[config.mk]
export PLATFORM = sky130hd
export DESIGN_NAME = me_search_ctrl
export DESIGN_NICKNAME = d
export VERILOG_FILES = /design/src/rtl/me_search_ctrl.sv
export SDC_FILE = /design/constraint.sdc
export NUM_CORES = 1
export LEC_CHECK = 0
export ABC_CLOCK_PERIOD_IN_PS = 2100
export CAP_MARGIN = 20
export CELL_PAD_IN_SITES_DETAIL_PLACEMENT = 1
export CELL_PAD_IN_SITES_GLOBAL_PLACEMENT = 2
export CORE_MARGIN = 8
export CORE_UTILIZATION = 29
export CTS_BUF_LIST = sky130_fd_sc_hd__clkbuf_8
export DETAILED_ROUTE_END_ITERATION = 7
export PLACE_DENSITY = 0.87
export SYNTH_ARGS = -nofsm -noshare
export SYNTH_HDL_FRONTEND = slang
export SYNTH_SLANG_ARGS = --single-unit
export TNS_END_PERCENT = 50
[constraint.sdc]
create_clock -name clk -period 2.1 [get_ports clk]
set_input_delay 0.315 -clock clk [delete_from_list [all_inputs] [get_ports clk]]
set_output_delay 0.315 -clock clk [all_outputs]
set_load 0.005 [all_outputs]
[src/rtl/me_search_ctrl.sv]
// me_search_ctrl
//   Sequencer and result collector for the motion-estimation datapath.
//   A block-start pulse starts a count through the pipeline fill. The block
//   then samples the per-cycle minimum SAD and row index for N_COLS candidate
//   columns, keeps the running best, and commits one motion vector per block
//   to a valid/ready output register.
//
// Ports
//   clk, rst               : clock, synchronous active-high reset
//   en                     : datapath enable; the FSM and counters hold when low
//   next_block             : block-start pulse
//   msad_i, msad_idx_i     : current-cycle minimum SAD and its row index
//   mv_valid_o, mv_ready_i : result handshake
//   mv_col_o, mv_row_o     : best column / row of the committed result
//   mv_sad_o               : best SAD of the committed result
//   block_cnt_o            : completed-block count, wraps at 16 bits
//   busy_o                 : FSM is not idle
//   overflow_o             : sticky, an unaccepted result was overwritten
//   restart_o              : one-cycle pulse after a block is aborted
module me_search_ctrl #(
    parameter int SAD_BIT_WIDTH = 14,
    parameter int IDX_WIDTH     = 4,
    parameter int COL_WIDTH     = 4,
    parameter int N_COLS        = 16,
    parameter int PIPE_LAT      = 8
) (
    input  logic                     clk,
    input  logic                     rst,
    input  logic                     en,
    input  logic                     next_block,
    input  logic [SAD_BIT_WIDTH-1:0] msad_i,
    input  logic [IDX_WIDTH-1:0]     msad_idx_i,
    output logic                     mv_valid_o,
    input  logic                     mv_ready_i,
    output logic [COL_WIDTH-1:0]     mv_col_o,
    output logic [IDX_WIDTH-1:0]     mv_row_o,
    output logic [SAD_BIT_WIDTH-1:0] mv_sad_o,
    output logic [15:0]              block_cnt_o,
    output logic                     busy_o,
    output logic                     overflow_o,
    output logic                     restart_o
);

    localparam int LAT_W = $clog2(PIPE_LAT + 1);
    localparam logic [LAT_W-1:0]     LAT_LAST = LAT_W'(PIPE_LAT - 1);
    localparam logic [COL_WIDTH-1:0] COL_LAST = COL_WIDTH'(N_COLS - 1);

    typedef enum logic [1:0] {
        IDLE   = 2'd0,
        FILL   = 2'd1,
        SEARCH = 2'd2
    } state_t;

    state_t                   state;
    logic [LAT_W-1:0]         lat_cnt;
    logic [COL_WIDTH-1:0]     col_cnt;
    logic [SAD_BIT_WIDTH-1:0] best_sad;
    logic [COL_WIDTH-1:0]     best_col;
    logic [IDX_WIDTH-1:0]     best_row;

    // The final sample's compare has to be folded into the committed result,
    // so the winner of this cycle's compare is formed combinationally.
    logic                     take;
    logic                     commit;
    logic [SAD_BIT_WIDTH-1:0] fin_sad;
    logic [COL_WIDTH-1:0]     fin_col;
    logic [IDX_WIDTH-1:0]     fin_row;

    always_comb begin
        take    = msad_i < best_sad;   // strict: ties keep the earlier column
        fin_sad = take ? msad_i     : best_sad;
        fin_col = take ? col_cnt    : best_col;
        fin_row = take ? msad_idx_i : best_row;
        commit  = en && (state == SEARCH) && (col_cnt == COL_LAST);
    end

    always_ff @(posedge clk) begin
        if (rst) begin
            state       <= IDLE;
            lat_cnt     <= '0;
            col_cnt     <= '0;
            best_sad    <= '1;
            best_col    <= '0;
            best_row    <= '0;
            mv_valid_o  <= 1'b0;
            mv_col_o    <= '0;
            mv_row_o    <= '0;
            mv_sad_o    <= '0;
            block_cnt_o <= '0;
            busy_o      <= 1'b0;
            overflow_o  <= 1'b0;
            restart_o   <= 1'b0;
        end else begin
            restart_o <= 1'b0;

            if (en) begin
                if (state == SEARCH) begin
                    if (take) begin
                        best_sad <= msad_i;
                        best_col <= col_cnt;
                        best_row <= msad_idx_i;
                    end
                    col_cnt <= col_cnt + 1'b1;
                end

                if (state == FILL) begin
                    lat_cnt <= lat_cnt + 1'b1;
                    if (lat_cnt == LAT_LAST) begin
                        state    <= SEARCH;
                        col_cnt  <= '0;
                        best_sad <= '1;
                        best_col <= '0;
                        best_row <= '0;
                    end
                end

                if (commit) begin
                    state       <= IDLE;
                    busy_o      <= 1'b0;
                    block_cnt_o <= block_cnt_o + 16'd1;
                end

                // A start pulse overrides everything above. The pulse cycle
                // itself is the first latency cycle, so FILL starts counting
                // at 1 and SEARCH begins PIPE_LAT cycles after the pulse.
                if (next_block) begin
                    if (state != IDLE && !commit)
                        restart_o <= 1'b1;
                    state    <= (PIPE_LAT == 1) ? SEARCH : FILL;
                    lat_cnt  <= LAT_W'(1);
                    col_cnt  <= '0;
                    best_sad <= '1;
                    best_col <= '0;
                    best_row <= '0;
                    busy_o   <= 1'b1;
                end
            end

            // The output handshake runs regardless of en.
            if (commit) begin
                mv_valid_o <= 1'b1;
                mv_col_o   <= fin_col;
                mv_row_o   <= fin_row;
                mv_sad_o   <= fin_sad;
                if (mv_valid_o && !mv_ready_i)
                    overflow_o <= 1'b1;
            end else if (mv_valid_o && mv_ready_i) begin
                mv_valid_o <= 1'b0;
            end
        end
    end

endmodule

==> results.sh, run 1 <==
export IMPL_initial_utilization_pct=29.37
export IMPL_nFillCells=1510
export IMPL_wl_per_cell_um=16.71
export IMPL_syn_nets=469
export IMPL_period_share_pct=96.98
export IMPL_min_from="msad_i[10]"
export IMPL_run_status="finished clean"
export IMPL_setup_viol_count_final=0
export IMPL_overflow=0
export IMPL_worstSetupStartpointType="primary input"
export IMPL_end_kind="flip-flop"
export IMPL_io_pins=65
export IMPL_p_leak_nw=1.876
export IMPL_syn_mean_instance_area_um2=8.549
export IMPL_worst_r2r_path_depth=8
export IMPL_dieArea_mm2=0.01653
export IMPL_final_util_pct=40.91
export IMPL_synth_area_mm2=0.003676
export IMPL_grt_pass1_vias=3812
export IMPL_grt_max_degree=43
export IMPL_max_slew_margin_pct=62.07
export IMPL_hp_class="primary input to flip-flop"
export IMPL_drc_errors=0
export IMPL_cts_tree="done"
export IMPL_cp_required_ns=2.37
export IMPL_grt_pass1_wl_um=19000
export IMPL_startpoint="msad_i[1]"
export IMPL_num_vias=3460
export IMPL_antenna_found_initial=0
export IMPL_worstMarginPinSlew_ns=0.5668
export IMPL_root_buffer="clkbuf_8"
export IMPL_drv_slew=0
export IMPL_ys_seq_area_share_pct=40.30
export IMPL_vdd_ir_drop_worst_mv=0.2948
export IMPL_worstSetupPathType="primary input to flip-flop"
export IMPL_path_clk_slew_ns=0.08
export IMPL_multi_input_area_mm2=0.002157
export IMPL_routed_wl_um=11580
export IMPL_vias_per_cell=4.993
export IMPL_maxCapViolCount=0
export IMPL_antenna_cells=0
export IMPL_hold_viol_final=0
export IMPL_htreeDepth=3
export IMPL_ys_warn_count=0
export IMPL_synth_flop_cell="dfxtp_1"
export IMPL_ys_types=45
export IMPL_fp_coreArea_mm2=0.01252
export IMPL_finalSetupTns_ns=0
export IMPL_synthArstFlopShare_pct=0
export IMPL_drive_gt1_share_pct=17.47
export IMPL_critPathArrivalTime_ns=2.31
export IMPL_io_buffers=64
export IMPL_max_freq_mhz=491.0
export IMPL_grt_util_all_layers_pct=14.39
export IMPL_synthCells=430
export IMPL_place_hpwl_um=8077
export IMPL_cts_max_path_buffers=2
export IMPL_timing_final_crit_period_ns=2.037
export IMPL_syn_to_final_growth_pct=39.31
export IMPL_r2r_start="best_sad[12]"
export IMPL_r2r_end="best_sad[6]"
export IMPL_gp_congestion=0.7540
export IMPL_cts_buffers=9
export IMPL_pwr_density_cell_mw_per_mm2=533.9
export IMPL_rows=41
export IMPL_crit_path_end="best_sad[6]"
export IMPL_clock_latency_ns=0.35
export IMPL_synth_edff_count=0
export IMPL_fp_dieW_um=128.6
export IMPL_postRouteAntennaNets=0
export IMPL_cts_num_sinks=74
export IMPL_fin_skew_ns=0.01242
export IMPL_drt_first_pass_iters=4
export IMPL_register_area_mm2=0.001490
export IMPL_path_max_fanout=8
export IMPL_die_h_um=128.6
export IMPL_fin_nets=557
export IMPL_synth_seq_cells=74
export IMPL_drtIter0Drc=143
export IMPL_reg2reg_slack_ns=0.09
export IMPL_p_total_mw=2.734
[layout make-up]
type | instances | share of cell area [%]
Multi-Input combinational cell | 312 | 42.12
Sequential cell | 74 | 29.10
Timing Repair Buffer | 104 | 19.59
Tap cell | 172 | 4.202
Clock buffer | 11 | 2.956
Inverter | 17 | 1.246
Clock inverter | 3 | 0.7818
[routing by layer]
metal | global-route usage [%] | vias to the layer above | routed length, um | part of all wire (%)
met3 | 4.427 | 16 | 610 | 5.3
met2 | 24.91 | 65 | 5728 | 49
met1 | 16.29 | 1678 | 5042 | 44
met4 | 5.460 | 0 | 198 | 1.7
li1 | - | 1701 | - | -
met5 | 0 | - | 0 | 0
[worst min path at each step]
stage                     slack [ns]            to  cells after the start
after floorplan                 0.45        busy_o                      2
after global placement          0.45        busy_o                      2
after detailed placement        0.46   mv_col_o[2]                      2
after CTS                       0.48   mv_col_o[2]                      2
after global routing            0.47  best_sad[13]                      4
final                           0.45  best_sad[10]                      4
[stage by stage]
step	worst slack (ns)	hold slack [ns]	instances	area, um^2
4_1_cts	0.001547	0.4791	692	4971
3_3_place_gp	-0.3346	0.4471	677	4737
5_1_grt	-0.008772	0.4655	693	5121
2_1_floorplan	0.02020	0.4527	430	3676
3_5_place_dp	-0.4722	0.4606	677	4737
6_report	0.06332	0.4509	693	5121
[what timing repair did]
| action | in CTS | in global routing |
|---|---|---|
| gates resized for setup | 9 | 27 |
| pin swaps | 1 | 6 |
| setup buffers | 1 | 1 |
| hold buffers | 0 | 0 |
| setup endpoints to repair | 32 | 44 |
[placed cells by master, fill, tap and decap left out, drive strengths merged, types with 2 or more instances in the layout]
cell	instances
nand2	74
dfxtp	74
nor2	62
clkdlybuf4s50	60
buf	40
o211ai	30
o2111ai	28
inv	17
a21oi	17
ha	16
xor2	14
mux2i	14
clkbuf	11
nand4	9
nand3	6
nor3	5
xnor2	4
dlymetal6s2s	4
and3	4
o21ai	3
nor4	3
and4	2
and2	2
nand2b	2
o221ai	2
a21boi	2
a21o	2
clkinv	2
nand3b	2
[worst max-delay path, cell delays in order]
cell,delay (ns)
clkdlybuf4s50_1,0.46
ha_1,0.35
a21oi_4,0.18
o221ai_4,0.16
a2111oi_4,0.40
buf_6,0.22
mux2i_1,0.21
[synth_stat cells, types with 2 or more instances]
cell / n / share of area [%]
dfxtp_1: 74 / 40
nand2_1: 74 / 7.6
nor2_1: 61 / 6.2
o211ai_1: 30 / 6.1
o2111ai_1: 28 / 6.7
clkbuf_1: 18 / 1.8
inv_1: 17 / 1.7
a21oi_1: 16 / 2.2
ha_1: 16 / 5.4
mux2i_1: 14 / 3.8
xor2_1: 14 / 3.3
nand4_1: 8 / 1.4
buf_2: 7 / 0.95
nand3_1: 6 / 0.82
and3_1: 4 / 0.68
xnor2_1: 4 / 0.95
nor3_2: 3 / 0.82
o21ai_0: 3 / 0.41
a21o_1: 2 / 0.41
and2_1: 2 / 0.34
and4_1: 2 / 0.48
nand2b_1: 2 / 0.34
nor3_1: 2 / 0.27
o221ai_2: 2 / 0.82
[sequential cells by signal (all words and copies together) (netlist names), 4 cells and up]
register,cells
best_row,4
lat_cnt,4
mv_row_o,4
block_cnt_o,16
best_sad,14
best_col,4
mv_col_o,4
mv_sad_o,14
col_cnt,4
[where the power goes]
group / total, mW / switching [mW] / internal [mW]
Combinational: 0.199 / 0.104 / 0.0952
Sequential: 1.41 / 0.00537 / 1.41
Clock: 1.12 / 0.527 / 0.597
Total: 2.73 / 0.636 / 2.10
[cells by family after synthesis]
kind of cell	Yosys count	synth area share, %
AO/OA/AOI/OAI	88	18.86
XOR/XNOR	18	4.289
adder cells (fa/ha/maj)	16	5.446
buffers and inverters	44	4.935
multiplexers	15	4.118
flip-flops	74	40.30
AND/OR/NAND/NOR	175	22.06
(Power assumes the default switching activity.)
==> inputs of run 2 (changes only) <==
--- a/config.mk
+++ b/config.mk
@@ -5,7 +5,6 @@
 export SDC_FILE = /design/constraint.sdc
 export NUM_CORES = 1
 export LEC_CHECK = 0
-export ABC_CLOCK_PERIOD_IN_PS = 2100
 export CAP_MARGIN = 20
 export CELL_PAD_IN_SITES_DETAIL_PLACEMENT = 1
 export CELL_PAD_IN_SITES_GLOBAL_PLACEMENT = 2
==> results of run 2 <==
No change in the layout: final DEF, timing and power equal those of run 1.
==> variant 1 (flow settings as in run 2) <==
Change the parameter `IDX_WIDTH` from 4 to 5.
--- a/src/rtl/me_search_ctrl.sv
+++ b/src/rtl/me_search_ctrl.sv
@@ -19,7 +19,7 @@
 //   restart_o              : one-cycle pulse after a block is aborted
 module me_search_ctrl #(
     parameter int SAD_BIT_WIDTH = 14,
-    parameter int IDX_WIDTH     = 4,
+    parameter int IDX_WIDTH     = 5,
     parameter int COL_WIDTH     = 4,
     parameter int N_COLS        = 16,
     parameter int PIPE_LAT      = 8
Ports: changed (resized msad_idx_i and mv_row_o); port bits go from 65 to 67. No check against the original RTL was run, so the function may have changed too.
==> variant 1 against run 2 <==
The run now ends with setup timing left. Final area increased by 19%. Sequential cell count increased by 2. Cell count increased by 5.1%. Synthesized cell count decreased by 0.23%. Synthesized area increased by 8.6%. Worst setup slack got worse by 120 ps. Total power increased by 12%. Wire length increased by 26%. Critical path type unchanged. Critical endpoint is now best_row[0]. Highest routed layer unchanged.
==> variant 1: results (changes against run 2) <==
Outcome
  – Status: finished, violations left (was completed)
  – Violated checks: setup timing

Detailed routing
  – Routed length on met1: 6033 um (was 5042 um)
  – Via density: 5.413 (was 4.993)
  – Initial drt markers: 268 (was 143)
  – Final WL: 14540 um (was 11580 um)
  – Routed wl met2: 7345 um (was 5728 um)
  – DR vias: 3941 (was 3460)
  – Highest Signal Layer: met4 (unchanged)
  – DRT Pass-1 Iters: 4 (unchanged)
  – WL met3: 741 um (was 610 um)

Yosys
  – Synth cell count leaders: dfxtp_1 (76), nor2_1 (55), nand2_1 (34) (was dfxtp_1 (74), nand2_1 (74), nor2_1 (61))
  – Top cells by area, synth: dfxtp_1 (38%), nor2_1 (5.2%), o2111ai_1 (5.0%), ha_1 (5.0%), a211oi_1 (4.5%) (was dfxtp_1 (40%), nand2_1 (7.6%), o2111ai_1 (6.7%), nor2_1 (6.2%), o211ai_1 (6.1%))
  – Avg Inst Size Synth: 9.304 um2 (was 8.549 um2)
  – Synth cell types: 53 (was 45)
  – Seq/Total Area, Yosys: 0.3812 (was 0.4030)
  – Yosys warns: 0 (unchanged)

Global route
  – Largest net degree at the start of global routing: 53 (was 43)
  – Initial antenna violation count: 0 (unchanged)
  – GR Layer Usage met3: 0.05685 (was 0.04427)
  – GR Util All Layers: 0.1559 (was 0.1439)
  – Number of global-route vias before repair: 4428 (was 3812)
  – First-pass GRT wire length: 22330 um (was 19000 um)
  – GR Layer Usage met1: 0.1684 (was 0.1629)
  – Met2 usage: 0.2667 (was 0.2491)

Clocking
  – Clock Latency Late Sink: 380 ps (was 350 ps)
  – CTS H-tree depth: 3 (unchanged)
  – Root buffer cell: clkbuf_8 (unchanged)

Timing
  – Final worst-path setup slack: -60.81 ps (was 63.32 ps)
  – Fin. max-slew vios: 0 (unchanged)
  – Clock skew: 8.714 ps (was 12.42 ps)
  – Setup_tns: -385.4 ps (was 0 ps)
  – Count of final setup violators: 13 (was 0)
  – Least-Margin Pin Slew: 729.7 ps (was 566.8 ps)

Pwr
  – Lkg Pwr: 2.298 nW (was 1.876 nW)
  – Net Sw Power: 0.7749 mW (was 0.6355 mW)
  – Sw frac: 0.2521 (was 0.2324)
  – Comb pwr share: 0.127 (was 0.073)
  – Maximum vdd drop: 0.3694 mV (was 0.2948 mV)
  – Clock Power Share: 0.396 (was 0.411)

Finish
  – Final nets: 585 (was 557)
  – Share of cells above drive strength 1: 0.3175 (was 0.1747)
  – Fillers: 1530 (was 1510)
  – Antenna Cells: 0 (unchanged)

Setup path
  – Critical path arrival: 2420 ps (was 2310 ps)
  – Crit-path max FO: 4 (was 8)
  – Slowest stage delay, CP: 530 ps (was 460 ps)
  – Worst path slowest cell: clkdlybuf4s50_1 (unchanged)
  – Delay-heaviest family, CP: buffers and inverters (was compound AO/OA/AOI/OAI gates)

Place
  – Detailed placement HPWL: 9324 um (was 8077 um)
  – RePlAce Congestion: 0.8185 (was 0.7540)
  – DP Cell Count: 703 (was 677)
  – Port-buffer cells: 66 (was 64)
  – Area post-placement: 5239 um2 (was 4737 um2)
-- variant 1: changes by cell type in the layout (fill, tap and decap cells not counted), moves of 8 or more --
cell,delta
o21bai_1,+21
a211oi_2,+10
a211oi_1,+14
buf_4,+15
o211ai_1,-16
a2111oi_4,+12
nor2_1,-8
mux2i_1,-13
nand2_1,-40
o211ai_2,+9
-- variant 1: repair_timing --
item                       CTS  global route
hold endpoints to repair     0             0
setup endpoints to repair   45            46
pin swaps                    8            25
buffers inserted             3             3
gates resized for setup     36            60
gates cloned                 2             3
-- variant 1: final timing paths --
check / from / to / slack (ps) / cells past startpoint
worst max register to register: best_sad[13] / best_row[0] / -60 / 9
worst min-delay path: rst / best_sad[9] / 360 / 3
worst min register to register: busy_o / busy_o / 470 / 2
worst max-delay path: msad_i[9] / best_row[0] / -60 / 9
-- variant 1: logic make-up after synthesis --
group | after synthesis | share of synthesized area
compound gates | 142 | 0.3097
simple gates | 128 | 0.1646
flops | 76 | 0.3812
buf+inv | 50 | 0.05674
xor+xnor | 16 | 0.03511
fa+ha+maj | 16 | 0.05016
mux | 1 | 0.002508
-- variant 1: layout make-up --
cell class                      count  area (um2)  area share
Timing Repair Buffer              135        1370      0.2248
Inverter                           18       67.56     0.01109
Clock inverter                      1       30.03    0.004928
Clock buffer                       13       178.9     0.02936
Multi-Input combinational cell    305        2691      0.4417
Tap cell                          180       225.2     0.03696
Sequential cell                    76        1530      0.2511
-- variant 1: metrics by stage --
stage / hold slack [ps] / setup WS [ps]
3_5_place_dp: 460.2 / -569.6
3_3_place_gp: 446.9 / -352.9
6_report: 356.7 / -60.81
2_1_floorplan: 430.3 / 84.65
5_1_grt: 343.7 / -125.6
4_1_cts: 341.6 / -21.31
==> variant 2 (config.mk and constraints of run 2) <==
Made on the original files. The 3 states of `state_t` get a one-hot encoding in 3 bits.
--- a/src/rtl/me_search_ctrl.sv
+++ b/src/rtl/me_search_ctrl.sv
@@ -45,10 +45,10 @@
     localparam logic [LAT_W-1:0]     LAT_LAST = LAT_W'(PIPE_LAT - 1);
     localparam logic [COL_WIDTH-1:0] COL_LAST = COL_WIDTH'(N_COLS - 1);
 
-    typedef enum logic [1:0] {
-        IDLE   = 2'd0,
-        FILL   = 2'd1,
-        SEARCH = 2'd2
+    typedef enum logic [2:0] {
+        IDLE   = 3'b001,
+        FILL   = 3'b010,
+        SEARCH = 3'b100
     } state_t;
 
     state_t                   state;
Behaviour: no difference found for any inputs over 10 cycles, from zero or initial values and one cycle with rst high; not proved beyond that.
==> variant 2 against run 2 <==
Wire length is 1.6% higher. First-iteration DRC count is 15% lower. Clock skew is 5.4 ps lower. Sequential cell count is 1 higher. Synthesized area is 5.7% lower. Non-clock buffer count is 20 higher. Fmax is 1.8% lower. Worst setup slack worse by 38 ps. Cell count is 3.2% lower. Total power is 0.84% lower. Final area is 1.1% higher.
==> variant 2: results (changes against run 2) <==
Detailed routing
  – Remaining DRCs: 0 (unchanged)
  – Initial drt markers: 122 (was 143)
  – Wire per inst: 17.53 um (was 16.71 um)
  – DR vias: 3474 (was 3460)

Place
  – Worst slack, placed: -457.8 ps (was -472.2 ps)
  – DP Cell Count: 638 (was 677)
  – RePlAce Congestion: 0.7423 (was 0.7540)
  – Area post-placement: 4516 um2 (was 4737 um2)
  – Detailed placement HPWL: 7536 um (was 8077 um)

Timing
  – Fin Hold WS: 379.9 ps (was 450.9 ps)
  – Tmin final: 2074 ps (was 2037 ps)
  – Clock skew: 7.048 ps (was 12.42 ps)
  – Slew margin rel.: 0.5984 (was 0.6207)
  – Fin. max-slew vios: 0 (unchanged)

Clocking
  – Clk slew on worst S/H paths: 70 ps
  – CTS Buf Count: 9 (unchanged)
  – Root buffer cell: clkbuf_8 (unchanged)
  – Clock Latency Late Sink: 360 ps

Yosys
  – Yosys warns: 0 (unchanged)
  – Synth cell types: 40 (was 45)
  – Avg Inst Size Synth: 8.439 um2 (was 8.549 um2)
  – Synth Net Count: 450 (was 469)
  – Seq/Total Area, Yosys: 0.4329 (was 0.4030)
  – Top cells by area, synth: dfxtp_1 (43%), nor2_1 (6.4%), a21oi_1 (5.9%), ha_1 (5.8%), nand2_1 (5.6%) (was dfxtp_1 (40%), nand2_1 (7.6%), o2111ai_1 (6.7%), nor2_1 (6.2%), o211ai_1 (6.1%))
  – Async S/R FF share, synth: 0 (unchanged)
  – Synth cell count leaders: dfxtp_1 (75), nor2_1 (59), nand2_1 (52) (was dfxtp_1 (74), nand2_1 (74), nor2_1 (61))

Global route
  – Number of global-route vias before repair: 3632 (was 3812)
  – First-pass GRT wire length: 18100 um (was 19000 um)
  – GR Util All Layers: 0.1404 (was 0.1439)
  – Largest net degree at the start of global routing: 50 (was 43)

Min path
  – Hold depth: 2 (was 4)
  – WHS Endpoint: best_sad[8] (was best_sad[10])
  – HP Class: in2reg (unchanged)
  – Min-delay src: msad_i[8] (was msad_i[10])

Finish
  – Final nets: 560 (was 557)
  – Antenna Cells: 0 (unchanged)
  – Share of cells above drive strength 1: 0.2500 (was 0.1747)
  – Post-Layout Cell Count: 671 (was 693)

Setup path
  – FF-to-FF setup slack: 30 ps (was 90 ps)
  – FF-to-FF Start: best_sad[11] (was best_sad[12])
  – Reg-to-reg endpoint: best_sad[8] (was best_sad[6])
  – Reg2Reg Depth: 10 (was 8)
  – Crit-path max FO: 7 (was 8)

Pwr
  – Lkg Pwr: 1.972 nW (was 1.876 nW)
  – Maximum vdd drop: 0.2501 mV (was 0.2948 mV)

Outcome
  – Status: completed (unchanged)
## variant 2: changes by cell type in the layout (fill, tap and decap cells not counted), sizes merged, moves of 8 or more
| cell | run 2 | this run |
|---|---|---|
| mux2i | 14 | 1 |
| a21oi | 17 | 41 |
| o211ai | 30 | 8 |
| buf | 40 | 60 |
| a211oi | 0 | 16 |
| clkdlybuf4s50 | 60 | 52 |
| nand2 | 74 | 52 |
| o311ai | 0 | 8 |
| o2111ai | 28 | 0 |
| a211o | 0 | 14 |
## variant 2: cells by family after synthesis
group	count (synthesis)	share of synthesized area
AO/OA/AOI/OAI	112	0.2233
XOR/XNOR	15	0.03788
adder cells (fa/ha/maj)	16	0.05772
buffers and inverters	41	0.05014
flip-flops	75	0.4329
multiplexers	1	0.002886
AND/OR/NAND/NOR	151	0.1952
## variant 2: what timing repair did
item                                    in CTS  in global routing
pin swaps                                   28                 27
hold buffers                                 0                  0
setup buffers                                9                  6
gates cloned                                 1                  3
endpoints found under the setup margin      24                 43
resized for setup                           37                 55
## variant 2: how the worst max path moves through the flow
stage                            start           end
after floorplan           best_sad[12]  best_sad[12]
after global placement      msad_i[13]  best_sad[12]
after detailed placement    msad_i[13]  best_sad[10]
after CTS                 best_sad[11]  best_sad[10]
after global routing       best_sad[5]   best_sad[8]
final                     best_sad[11]   best_sad[8]
## variant 2: report_power, final
group	switching, mW	total [mW]	leakage, nW	internal, mW
combinational	0.0917	0.175	1.27	0.0829
clock	0.544	1.11	0.0992	0.561
sequential	0.00495	1.43	0.601	1.43
total	0.641	2.71	1.97	2.07
## variant 2: area by class of cell
cell class | instances | area [um2]
sequential | 75 | 1513
clock buffer | 10 | 137.6
inverter | 16 | 60.06
clock inverter | 4 | 43.79
tap | 147 | 183.9
timing repair buffer | 124 | 1195
multi-input combinational | 295 | 2047
fill | 1367 | 6681
## variant 2: per-layer routing
layer	global-route usage	up-vias	wire length, um
met5	0	-	0
met4	0.04656	0	300
met3	0.03867	27	542
met2	0.2426	69	5844
met1	0.1640	1706	5072
li1	-	1672	-
## variant 2: worst max-delay path, cell delays in order (launching register included)
cell	delay (ps)
dfxtp_2	350
inv_2	50
ha_4	220
nand4_1	150
nor2_2	60
and3_4	160
a2111oi_4	380
buf_4	200
buf_8	140
nor2_1	50
a211o_1	210
